## src/rtl/trng_conditioner.sv

```systemverilog
// TRNG conditioner: von Neumann debias, repetition-count health test, byte packer
// and a small byte FIFO behind a 4-bit-address / 8-bit-data register interface.
module trng_conditioner #(
  parameter int FIFO_DEPTH = 4,
  parameter int RCT_CUTOFF = 16
) (
  input  logic       clk,
  input  logic       rst_n,
  input  logic       raw_bit,
  input  logic       raw_valid,
  input  logic [3:0] address,
  input  logic       data_write,
  input  logic [7:0] data_in,
  input  logic       data_read,
  output logic [7:0] data_out,
  output logic       data_ready,
  output logic       health_fail
);

  localparam int PW = (FIFO_DEPTH > 1) ? $clog2(FIFO_DEPTH) : 1;
  localparam int CW = $clog2(FIFO_DEPTH) + 1;
  localparam logic [CW-1:0] DEPTH_C  = CW'(FIFO_DEPTH);
  localparam logic [7:0]    CUTOFF_C = 8'(RCT_CUTOFF);

  logic          enable_q, enable_d;
  logic          bypass_q, bypass_d;
  logic          hfail_q, hfail_d;
  logic          ovf_q, ovf_d;
  logic [7:0]    dropped_q, dropped_d;
  logic [7:0]    mem_q [FIFO_DEPTH];
  logic [7:0]    mem_d [FIFO_DEPTH];
  logic [PW-1:0] rd_ptr_q, rd_ptr_d;
  logic [PW-1:0] wr_ptr_q, wr_ptr_d;
  logic [CW-1:0] count_q, count_d;
  logic [6:0]    pack_q, pack_d;
  logic [2:0]    pcnt_q, pcnt_d;
  logic          pair_valid_q, pair_valid_d;
  logic          pair_bit_q, pair_bit_d;
  logic          last_bit_q, last_bit_d;
  logic [7:0]    run_q, run_d;

  logic       ctrl_wr, stat_wr, clear, accept, full, empty, pop;
  logic       trip, emit, emit_bit, push, drop;
  logic [7:0] push_byte;
  logic       unused_data_bits;

  assign unused_data_bits = ^data_in[7:4];

  function automatic logic [PW-1:0] ptr_inc(input logic [PW-1:0] p);
    return (p == PW'(FIFO_DEPTH - 1)) ? '0 : p + 1'b1;
  endfunction

  assign ctrl_wr = data_write && (address == 4'd0);
  assign stat_wr = data_write && (address == 4'd1);
  assign clear   = ctrl_wr && data_in[2];
  assign accept  = enable_q && raw_valid && !clear;
  assign full    = (count_q == DEPTH_C);
  assign empty   = (count_q == '0);
  assign pop     = data_read && (address == 4'd2) && !empty;

  always_comb begin
    enable_d     = enable_q;
    bypass_d     = bypass_q;
    hfail_d      = hfail_q;
    ovf_d        = ovf_q;
    dropped_d    = dropped_q;
    mem_d        = mem_q;
    rd_ptr_d     = rd_ptr_q;
    wr_ptr_d     = wr_ptr_q;
    count_d      = count_q;
    pack_d       = pack_q;
    pcnt_d       = pcnt_q;
    pair_valid_d = pair_valid_q;
    pair_bit_d   = pair_bit_q;
    last_bit_d   = last_bit_q;
    run_d        = run_q;
    trip         = 1'b0;
    emit         = 1'b0;
    emit_bit     = 1'b0;
    push         = 1'b0;
    push_byte    = '0;
    drop         = 1'b0;

    // Health test sees every accepted raw bit; a trip swallows the sample and any partial state.
    if (accept) begin
      if (run_q == '0 || raw_bit != last_bit_q) begin
        run_d = 8'd1;
      end else if (run_q != 8'hFF) begin
        run_d = run_q + 8'd1;
      end
      last_bit_d = raw_bit;
      trip = (run_d == CUTOFF_C);
      if (trip) begin
        pack_d       = '0;
        pcnt_d       = '0;
        pair_valid_d = 1'b0;
      end else if (bypass_q) begin
        emit     = 1'b1;
        emit_bit = raw_bit;
      end else if (pair_valid_q) begin
        pair_valid_d = 1'b0;
        emit         = (pair_bit_q != raw_bit);
        emit_bit     = pair_bit_q;
      end else begin
        pair_valid_d = 1'b1;
        pair_bit_d   = raw_bit;
      end
    end

    if (emit) begin
      pack_d = {pack_q[5:0], emit_bit};
      pcnt_d = pcnt_q + 3'd1;
      if (pcnt_q == 3'd7) begin
        push      = 1'b1;
        push_byte = {pack_q, emit_bit};
      end
    end

    drop = push && full && !pop;
    if (pop) begin
      rd_ptr_d = ptr_inc(rd_ptr_q);
    end
    if (push && !drop) begin
      mem_d[wr_ptr_q] = push_byte;
      wr_ptr_d        = ptr_inc(wr_ptr_q);
    end
    if (push && !drop && !pop) begin
      count_d = count_q + 1'b1;
    end else if (pop && !(push && !drop)) begin
      count_d = count_q - 1'b1;
    end
    if (drop && dropped_q != 8'hFF) begin
      dropped_d = dropped_q + 8'd1;
    end

    // Set events are applied after W1C so a coincident set wins.
    if (stat_wr && data_in[2]) hfail_d = 1'b0;
    if (stat_wr && data_in[3]) ovf_d = 1'b0;
    if (trip) hfail_d = 1'b1;
    if (drop) ovf_d = 1'b1;

    if (ctrl_wr) begin
      enable_d = data_in[0];
      bypass_d = data_in[1];
    end

    if (clear) begin
      rd_ptr_d     = '0;
      wr_ptr_d     = '0;
      count_d      = '0;
      pack_d       = '0;
      pcnt_d       = '0;
      pair_valid_d = 1'b0;
      pair_bit_d   = 1'b0;
      last_bit_d   = 1'b0;
      run_d        = '0;
      dropped_d    = '0;
    end
  end

  always_ff @(posedge clk or negedge rst_n) begin
    if (!rst_n) begin
      enable_q     <= 1'b0;
      bypass_q     <= 1'b0;
      hfail_q      <= 1'b0;
      ovf_q        <= 1'b0;
      dropped_q    <= '0;
      for (int i = 0; i < FIFO_DEPTH; i++) mem_q[i] <= '0;
      rd_ptr_q     <= '0;
      wr_ptr_q     <= '0;
      count_q      <= '0;
      pack_q       <= '0;
      pcnt_q       <= '0;
      pair_valid_q <= 1'b0;
      pair_bit_q   <= 1'b0;
      last_bit_q   <= 1'b0;
      run_q        <= '0;
    end else begin
      enable_q     <= enable_d;
      bypass_q     <= bypass_d;
      hfail_q      <= hfail_d;
      ovf_q        <= ovf_d;
      dropped_q    <= dropped_d;
      mem_q        <= mem_d;
      rd_ptr_q     <= rd_ptr_d;
      wr_ptr_q     <= wr_ptr_d;
      count_q      <= count_d;
      pack_q       <= pack_d;
      pcnt_q       <= pcnt_d;
      pair_valid_q <= pair_valid_d;
      pair_bit_q   <= pair_bit_d;
      last_bit_q   <= last_bit_d;
      run_q        <= run_d;
    end
  end

  always_comb begin
    data_out = 8'h00;
    case (address)
      4'd0: data_out = {6'b0, bypass_q, enable_q};
      4'd1: data_out = {4'(count_q), ovf_q, hfail_q, full, !empty};
      4'd2: data_out = empty ? 8'h00 : mem_q[rd_ptr_q];
      4'd3: data_out = dropped_q;
      default: data_out = 8'h00;
    endcase
  end

  assign data_ready  = !empty && enable_q;
  assign health_fail = hfail_q;

endmodule

```

## config.mk

```make
export PLATFORM = sky130hd
export DESIGN_NAME = trng_conditioner
export DESIGN_NICKNAME = d
export VERILOG_FILES = /design/src/rtl/trng_conditioner.sv
export SDC_FILE = /design/constraint.sdc
export NUM_CORES = 1
export LEC_CHECK = 0
export CAP_MARGIN = 25
export CORE_MARGIN = 2
export CORE_UTILIZATION = 55
export DETAILED_ROUTE_END_ITERATION = 16
export PLACE_DENSITY_LB_ADDON = 0.25
export SYNTH_ARGS = -nofsm -noshare
export SYNTH_HDL_FRONTEND = slang
export SYNTH_SLANG_ARGS = --single-unit
```

## constraint.sdc

```tcl
create_clock -name clk -period 3.4 [get_ports clk]
set_clock_uncertainty 0.2 [all_clocks]
set_input_delay 0.68 -clock clk [delete_from_list [all_inputs] [get_ports clk]]
set_output_delay 0.68 -clock clk [all_outputs]
set_load 0.01 [all_outputs]
```

; Yosys cells after proc, flatten, opt, wreduce, memory -nomap -nowiden
; Cells that the tools add are included.
[totals]
regBits = 72
output_inout_bits = 10
input_bits = 18
[op_classes]
mux = 61
eq_ne = 16
n_reduce_logical = 38
magnitude_cmp = 3
bitwise_logic = 2
n_addsub = 7
[op_table]
columns = operator, count
row1 = two-way mux 8 bit, 13
row2 = bitwise mux 32 bit, 1
row3 = case mux 8 bit (4 select lines), 1
row4 = two-way mux 7 bit, 4
row5 = two-way mux 1 bit, 27
row6 = two-way mux 3 bit, 7
row7 = logical AND 1 bit, 17
row8 = adder 8 x 1 -> 8 bit (second input constant), 2
row9 = binary-select mux 8 bit (select 2 bit), 1
row10 = demux 8 bit (select 2 bit), 1
row11 = != test 8 bit (second input constant), 2
row12 = two-way mux 2 bit, 6
row13 = nonzero test 2 bit, 6
row14 = nonzero test 3 bit, 3
row15 = == test 4 x 2 -> 1 bit (second input constant), 2
row16 = == test 8 x 5 -> 1 bit (second input constant), 1
row17 = logical NOT 8 bit, 1
row18 = adder 3 x 1 -> 3 bit (second input constant), 2
row19 = == test 3 bit (second input constant), 2
row20 = greater-or-equal comparator 3 bit (second input constant), 2
row21 = inverter 2 -> 3 bit, 2
row22 = logical NOT 1 bit, 5
row23 = adder 2 x 1 -> 2 bit (second input constant), 2
row24 = == test 2 bit (second input constant), 2
row25 = other kinds (12), 15

; Longest topological paths before layout
; Gate-level depths: netlist (run 1).
[depth]
depth_word = 19
depth_mapped = 12

; Worst setup path before layout (run 1)
; Ideal clock, no wire load.
[synth_path]
kind = input to register
startpoint = input address[0]
endpoint = register count_q[2]
setup_ns = 0.132
t_required_ns = 3.068
stages = 12
slack_ns = 0.251
arrival_time_ns = 2.817
path_cell_list = buf_2 -> nor3_1 -> and3_1 -> buf_2 -> nor3_2 -> o21ai_4 -> nor3_1 -> fa_1 -> or3_1 -> mux2i_1 -> xnor2_1 -> nor2_1
[synth_between]
elab_chain_cells = 14
word_cells_on_any_way = 21
classes_between = eq/ne: 1 / mux: 4 / reduce/logical: 16
[synth_lines]
columns = item, line
row1 = from (decl), 11  ; input logic [3:0] address,
row2 = logical NOT 4 bit, 53  ; assign ctrl_wr = data_write && (address == 4'd0);
row3 = logical AND 1 bit, 53
row4 = logical AND 1 bit, 55  ; assign clear = ctrl_wr && data_in[2];
row5 = logical NOT 1 bit, 56  ; assign accept = enable_q && raw_valid && !clear;
row6 = logical AND 1 bit, 56
row7 = two-way mux 1 bit, 85  ; if (accept) begin
row8 = two-way mux 1 bit, 110  ; if (emit) begin
row9 = logical AND 1 bit (2 in series), 119  ; drop = push && full && !pop;
row10 = logical NOT 1 bit, "127, 129"
row11 = logical AND 1 bit, "127, 129"
row12 = logical AND 1 bit or logical NOT 1 bit (tied branches), "127, 129"
row13 = two-way mux 3 bit or logical AND 1 bit (tied branches), "127, 129"
row14 = two-way mux 3 bit or nonzero test 3 bit (tied branches), -
row15 = to (signal assigned), 187  ; count_q <= count_d;
row16 = to (decl), 34  ; logic [CW-1:0] count_q, count_d;
; Several ways; a longest one is shown, not always the timed one.
; A chain may end at the register's enable or synchronous reset.

; Worst setup path after layout (run 1)
[layout_path]
startpoint = input address[2]
endpoint = output data_out[4]
[layout_between]
elab_chain_cells = 2
word_cells_on_any_way = 5
classes_between = eq/ne: 3 / mux: 1 / reduce/logical: 1
[layout_lines]
columns = item, line
row1 = == test 4 x 2 -> 1 bit (tied with other cells), 199  ; case (address)
row2 = case mux 8 bit (4 select lines) *, 199
row3 = to (decl), 15  ; output logic [7:0] data_out,
; Mark *: on every way between the ends. The rest lies on a longest branch, timed or not.

==> impl_results.md, run 1 <==
- Hold-fix buffers, CTS: 0
- Syn Area/Cell: 10.9 um^2
- Clock Path Buffers: 2
- Core box area: 6790 um^2
- Status: complete, no violations
- Initial antenna violation count: 0
- CP Max Fanout: 7
- Vias in the first global route: a little under 3000
- Top post-synthesis cells by area: dfrtp_1 47%, mux2_2 9.9%, mux4_2 4.7%, ha_1 3.2%, a21oi_1 3.0%
- Crit path kind: in -> out
- Full die area: 7710 um^2
- Clk_lat worst skew: 340 ps
- Die height: 87.8 um
- Post-route clock period utilization: 96.0%
- FF-to-FF setup slack: 300 ps
- Nets: 423
- Inserted Clock Buffers: 9
- Async S/R FF share, synth: 100%
- Buffers on Ports: 23
- Startpoint Class: input pin
- Max Cap Viol: 0
- Total vias in the final route: 2958
- Num rows: 30
- WP data required: between 2000 and 3000 ps
- Syn nets: 385
- H-tree levels: 3
- Worst Hold Class: in -> async
- Final HPWL DP: 5870 um
- # IOs: 28
- Slew Viols, Final: 0
- Routed Antenna Nets: 0
- DR vias/cell: 5.98
- Final wirelength: 8630 um
- DRC violations left: 0
- Synth top area share: 46.6%
- Clk sink count: a little over 70
- Root Driver: clkbuf_8
- Final hold viol count: 0
- Most area-hungry cell type in the Yosys netlist: dfrtp_1
- First-pass GRT wire length: around 14000 um
- Leakage: ~0.0021 uW
- Clock transition at path regs: 80 ps
- Layout area overhead: 17.1%
- Final core occ: about 67%
- Fill cell count: a little over 500
- Seq/Total Area, Yosys: 46.6%
- Initial DRC count: 214
- EDFF count, synth: 0
- CP arrival: 2390 ps
- Yosys cell types: 56
- Wirelength per Cell: 17.4 um
- DRT Pass-1 Iters: 4
- Worst ir drop on vdd: 0.267 mV
- Post-synth top flop: dfrtp_1
- Post-Syn Instances: 356
- RSZ-0062 raised after global routing: false
- Non-filler cells, final: 495
- Min Tclk post-route: 3270 ps
- Worst R2R Path Depth: 11
- #FFs+latches synth: 72
- Synth Warn #: 0
- CTS tree: built
- Ant diodes: 0
- Starting Density: 56.9%
- Total track usage: between 20% and 30%
- Die X-Extent: 87.8 um
- Grt total ovfl: 0
- Mapped Area: 3860 um^2
- # setup viols final: 0
- CP endpoint kind: output port
- Worst Tran Pin Value: 915 ps
- Pwr dens: 546 nW/um^2
- Largest net degree at the start of global routing: 38
- Dpl cells: between 400 and 500
- Layout cell share with drive strength beyond 1: about a quarter
- Fmax: 0.306 GHz
- Slew HR: 39.0%
- Global placement routability congestion: 0.915
==> critical path, cell delays in order <==
cell and delay (ps):
clkdlybuf4s50_1 460, nor4b_2 340, and2_4 230, a32o_1 140
clkdlybuf4s50_1 540
==> worst paths after layout <==
kind,endpoint,from
setup / recovery,data_out[4],address[2]
hold reg to reg,mem_q[25],mem_q[25]
max in group asynchronous,mem_q[15],rst_n
hold / removal,run_q[3],rst_n
setup reg to reg,count_q[2],run_q[0]
min in group clk,mem_q[25],mem_q[25]
==> placed cells by master, fill, tap and decap left out, types with 3 or more instances in the layout <==
cell,Yosys,final
nand2_1,26,26
buf_4,1,19
dfrtp_1,72,72
clkdlybuf4s50_1,0,16
clkbuf_8,0,9
xor2_1,3,3
and2_1,4,3
a22o_1,9,9
o31ai_1,5,5
clkinv_4,0,3
nor2_2,3,3
nand4_1,3,3
nor2_1,28,28
mux2i_1,4,3
mux4_2,8,8
ha_1,10,10
mux2_2,34,34
nor3_1,10,10
or3_1,6,6
inv_1,8,8
dlymetal6s2s_1,0,6
a21oi_1,23,23
nand3_1,12,12
o21ai_0,20,19
and3_1,7,7
a22oi_1,5,5
==> per-layer routing <==
metal,global-route usage (%),part of all wire (%),vias to the layer above,wire length [um]
met3,5.09,4.1,13,357
met2,38.1,49,82,4230
met1,33.7,45,1481,3900
met5,0,0,-,0
met4,7.41,1.6,0,138
li1,-,-,1382,-
==> stage by stage <==
step	power [uW]	cell area, um^2	setup WS (ps)	hold slack (ps)	setup TNS [ps]
3_3_place_gp	1790	4310	-120	284	-645
3_5_place_dp	1810	4310	-155	289	-731
2_1_floorplan	1580	3860	251	184	0
4_1_cts	2470	4500	-15.0	261	-15.0
6_report	2470	4520	135	244	0
5_1_grt	2620	4520	10.2	298	0
==> cells in the mapped netlist, types with 3 or more instances <==
library cell / n
mux4_2: 8
mux2i_1: 4
dfrtp_1: 72
nand3_1: 12
nor2_1: 28
a22oi_1: 5
o31ai_1: 5
buf_2: 5
and2_1: 4
buf_1: 4
nor2_2: 3
or3_1: 6
xor2_1: 3
nand2_1: 26
mux2_2: 34
clkbuf_1: 7
o21ai_0: 20
inv_1: 8
and3_1: 7
a21oi_1: 23
ha_1: 10
nor3_1: 10
nand4_1: 3
a22o_1: 9
==> cell families (layout without fill, tap and decap cells) <==
logic type / after synthesis / after routing / synth area share, %
compound gates: 84 / 84 / 15.1
xor+xnor: 5 / 5 / 1.13
fa+ha+maj: 11 / 11 / 3.76
buf+inv: 25 / 68 / 2.69
flops: 72 / 72 / 46.6
mux: 47 / 47 / 15.9
simple gates: 112 / 112 / 14.8
==> area by class of cell <==
type	instances	area, um^2	area share (%)
Clock inverter	7	62.6	1.38
Multi-Input combinational cell	259	1970	43.6
Clock buffer	9	124	2.74
Inverter	8	30.0	0.664
Timing Repair Buffer	44	414	9.16
Tap cell	96	120	2.66
Sequential cell	72	1800	39.8
==> registers in the layout, indices dropped and copies added, names as in the netlist, 2 cells and up <==
name	count
wr_ptr_q	2
rd_ptr_q	2
pcnt_q	3
pack_q	7
count_q	3
run_q	8
dropped_q	8
mem_q	32
==> power by group <==
| part | switching [uW] | internal [uW] |
|---|---|---|
| Clock | 373 | 279 |
| Combinational | 347 | 334 |
| Sequential | 172 | 967 |
==> timing repair <==
action / 4_1_cts / 5_1_grt
gates resized for setup: 3 / 9
hold endpoints to repair: 0 / 0
buffers inserted: 0 / 0
pin swaps: 1 / 0
cloned: 0 / 0
setup endpoints to repair: 7 / 6
Note: power is estimated with default switching activity, not from simulation.
==> run 2: changes to the inputs <==
--- a/config.mk
+++ b/config.mk
@@ -7,7 +7,7 @@
 export LEC_CHECK = 0
 export CAP_MARGIN = 25
 export CORE_MARGIN = 2
-export CORE_UTILIZATION = 55
+export CORE_UTILIZATION = 50
 export DETAILED_ROUTE_END_ITERATION = 16
 export PLACE_DENSITY_LB_ADDON = 0.25
 export SYNTH_ARGS = -nofsm -noshare
==> impl_results.md, run 2 (synthesis gave the netlist of run 1 again) <==
- Final HPWL DP: 6020 um (+2.7%)
- Grt total ovfl: 0 (unchanged)
- Buf/Inv on CP: 4 (+2)
- DRC violations left: 0 (unchanged)
- RSZ-0062 raised after global routing: false
- Most common cell after layout, fill and taps aside: dfrtp_1
- Num rows: 32 (+6.7%)
- Global placement routability congestion: 0.886 (-3.1%)
- Final wirelength: 8670 um (+0.50%)
- Worst Hold Class: in -> async
- Wirelength per Cell: 17.1 um (-1.9%)
- Fmax: 0.318 GHz (+3.7%)
- Largest net degree at the start of global routing: 30 (-21%)
- Vias in the first global route: 3020 (+3.7%)
- CP max-delay cell: clkdlybuf4s50_1
- CTS tree: built
- CP endpoint kind: output port
- Initial antenna violation count: 0 (unchanged)
- Clk_lat worst skew: 360 ps (+20 ps)
- Max incr delay on CP: 540 ps (about the same)
- Buffers on Ports: 23 (unchanged)
- Die height: 91.9 um (+4.7%)
- Final hold viol count: 0 (unchanged)
- Slew HR: 42.3% (+3.3 points)
- Clk sink count: 72 (unchanged)
- Total vias in the final route: 2965 (+0.24%)
- Max reg flops: 32 (unchanged)
- Layout area overhead: 18.3%
- Pwr dens: 545 nW/um^2 (-0.27%)
- Biggest register: mem_q
- DR vias/cell: 5.85 (-2.1%)
- Clock Path Buffers: 2 (unchanged)
- Hold-fix buffers, CTS: 0 (unchanged)
- WP data required: 2520 ps (about the same)
- CP Max Fanout: 3 (-4)
- Full die area: 8450 um^2 (+9.5%)
- H-tree levels: 3 (unchanged)
- Post-CTS setup buffer count: 0 (unchanged)
- Crit-path cells: clkdlybuf4s50_1, buf_4, nor2_1, buf_4, nand2_1, nor2_1, clkdlybuf4s50_1
- Worst Tran Pin Value: 865 ps (-49.9 ps)
- Starting Density: 50.8% (-6.1 points)
- DRT Pass-1 Iters: 5 (+1)
- Slew Viols, Final: 0 (unchanged)
- Worst ir drop on vdd: 0.250 mV (-6.4%)
- Cell family with most CP delay: buffers and inverters
- Non-filler cells, final: 507 (+2.4%)
- # IOs: 28 (unchanged)
- # setup viols final: 0 (unchanged)
- Layout cell share with drive strength beyond 1: 24.9% (+0.88 points)
- Dpl cells: 491 (+2.5%)
- Status: complete, no violations
- First-pass GRT wire length: 15000 um (+5.3%)
- Initial DRC count: 166 (-22%)
- Root Driver: clkbuf_8
- Max Cap Viol: 0 (unchanged)
- Crit path kind: in -> out
- Core box area: 7610 um^2 (+12%)
- Nets: 429 (+1.4%)
- Clock transition at path regs: 90 ps (about the same)
- Leakage: 0.00216 uW (+2.1%)
- Inserted Clock Buffers: 9 (unchanged)
- Total track usage: 22.9% (-1.2 points)
- Min Tclk post-route: 3150 ps (-118 ps)
- Startpoint Class: input pin
- Post-route clock period utilization: 92.6% (-3.5 points)
- CP arrival: 2270 ps (-120 ps)
- Largest registers: mem_q x32, dropped_q x8, run_q x8
- Die X-Extent: 91.9 um (+4.7%)
- Tot Pwr: 2490 uW (+0.78%)
- Ant diodes: 0 (unchanged)
- Commonest non-fill, non-tap cells in the layout: 72 x dfrtp_1, 34 x mux2_2, 28 x nor2_1, 26 x nand2_1, 25 x buf_4
- Routed Antenna Nets: 0 (unchanged)
## run 2: path summary, 6_finish.rpt
kind	from	end	slack [ps]	cells past startpoint
max	address[3]	data_out[7]	250	7
min	rst_n	run_q[4]	80	1
max reg2reg	run_q[1]	count_q[2]	320	11
min reg2reg	mem_q[15]	mem_q[15]	310	1
max in group asynchronous	rst_n	mem_q[8]	2160	2
min in group clk	mem_q[15]	mem_q[15]	310	1
## run 2: area by class of cell
class,count,area (um^2)
Fill cell,633,3040
Multi-Input combinational cell,259,1970
Sequential cell,72,1800
Timing Repair Buffer,50,462
Tap cell,102,128
Clock buffer,9,124
Clock inverter,7,58.8
Inverter,8,30.0
## run 2: per-stage QoR
stage                     setup TNS (ps)  setup WS, ps  util [%]  instance area [um^2]  hold WS, ps
after floorplan                        0           251         -                  3860          184
after global placement              -849          -133      57.3                  4360          284
after detailed placement            -839          -119      57.3                  4360          290
after CTS                              0          42.0      59.8                  4550         90.5
after global routing                   0           111      60.1                  4570          101
final                                  0           253      60.1                  4570         81.1
## run 2: metal layers
| metal | up-vias | share of wire [%] | track usage [%] |
|---|---|---|---|
| li1 | 1406 | - | - |
| met3 | 10 | 4.5 | 4.77 |
| met4 | 0 | 1.5 | 8.58 |
| met5 | - | 0 | 0 |
| met2 | 79 | 48 | 36.6 |
| met1 | 1470 | 46 | 30.9 |
## run 2: where the power goes
| group | switching [uW] | internal, uW |
|---|---|---|
| Clock | 364 | 276 |
| Sequential | 155 | 967 |
| Combinational | 367 | 361 |
| Total | 886 | 1600 |
## run 2: timing repair
item                                    CTS  global route
resized for setup                         3             9
endpoints found under the setup margin    7             6
pin swaps                                 0             0
==> run 3: changes to the inputs <==
--- a/config.mk
+++ b/config.mk
@@ -5,7 +5,7 @@
 export SDC_FILE = /design/constraint.sdc
 export NUM_CORES = 1
 export LEC_CHECK = 0
-export CAP_MARGIN = 25
+export CAP_MARGIN = 15
 export CORE_MARGIN = 2
 export CORE_UTILIZATION = 50
 export DETAILED_ROUTE_END_ITERATION = 16
==> results of run 3 <==
The final DEF is identical to that of run 2; final timing and power are the same.
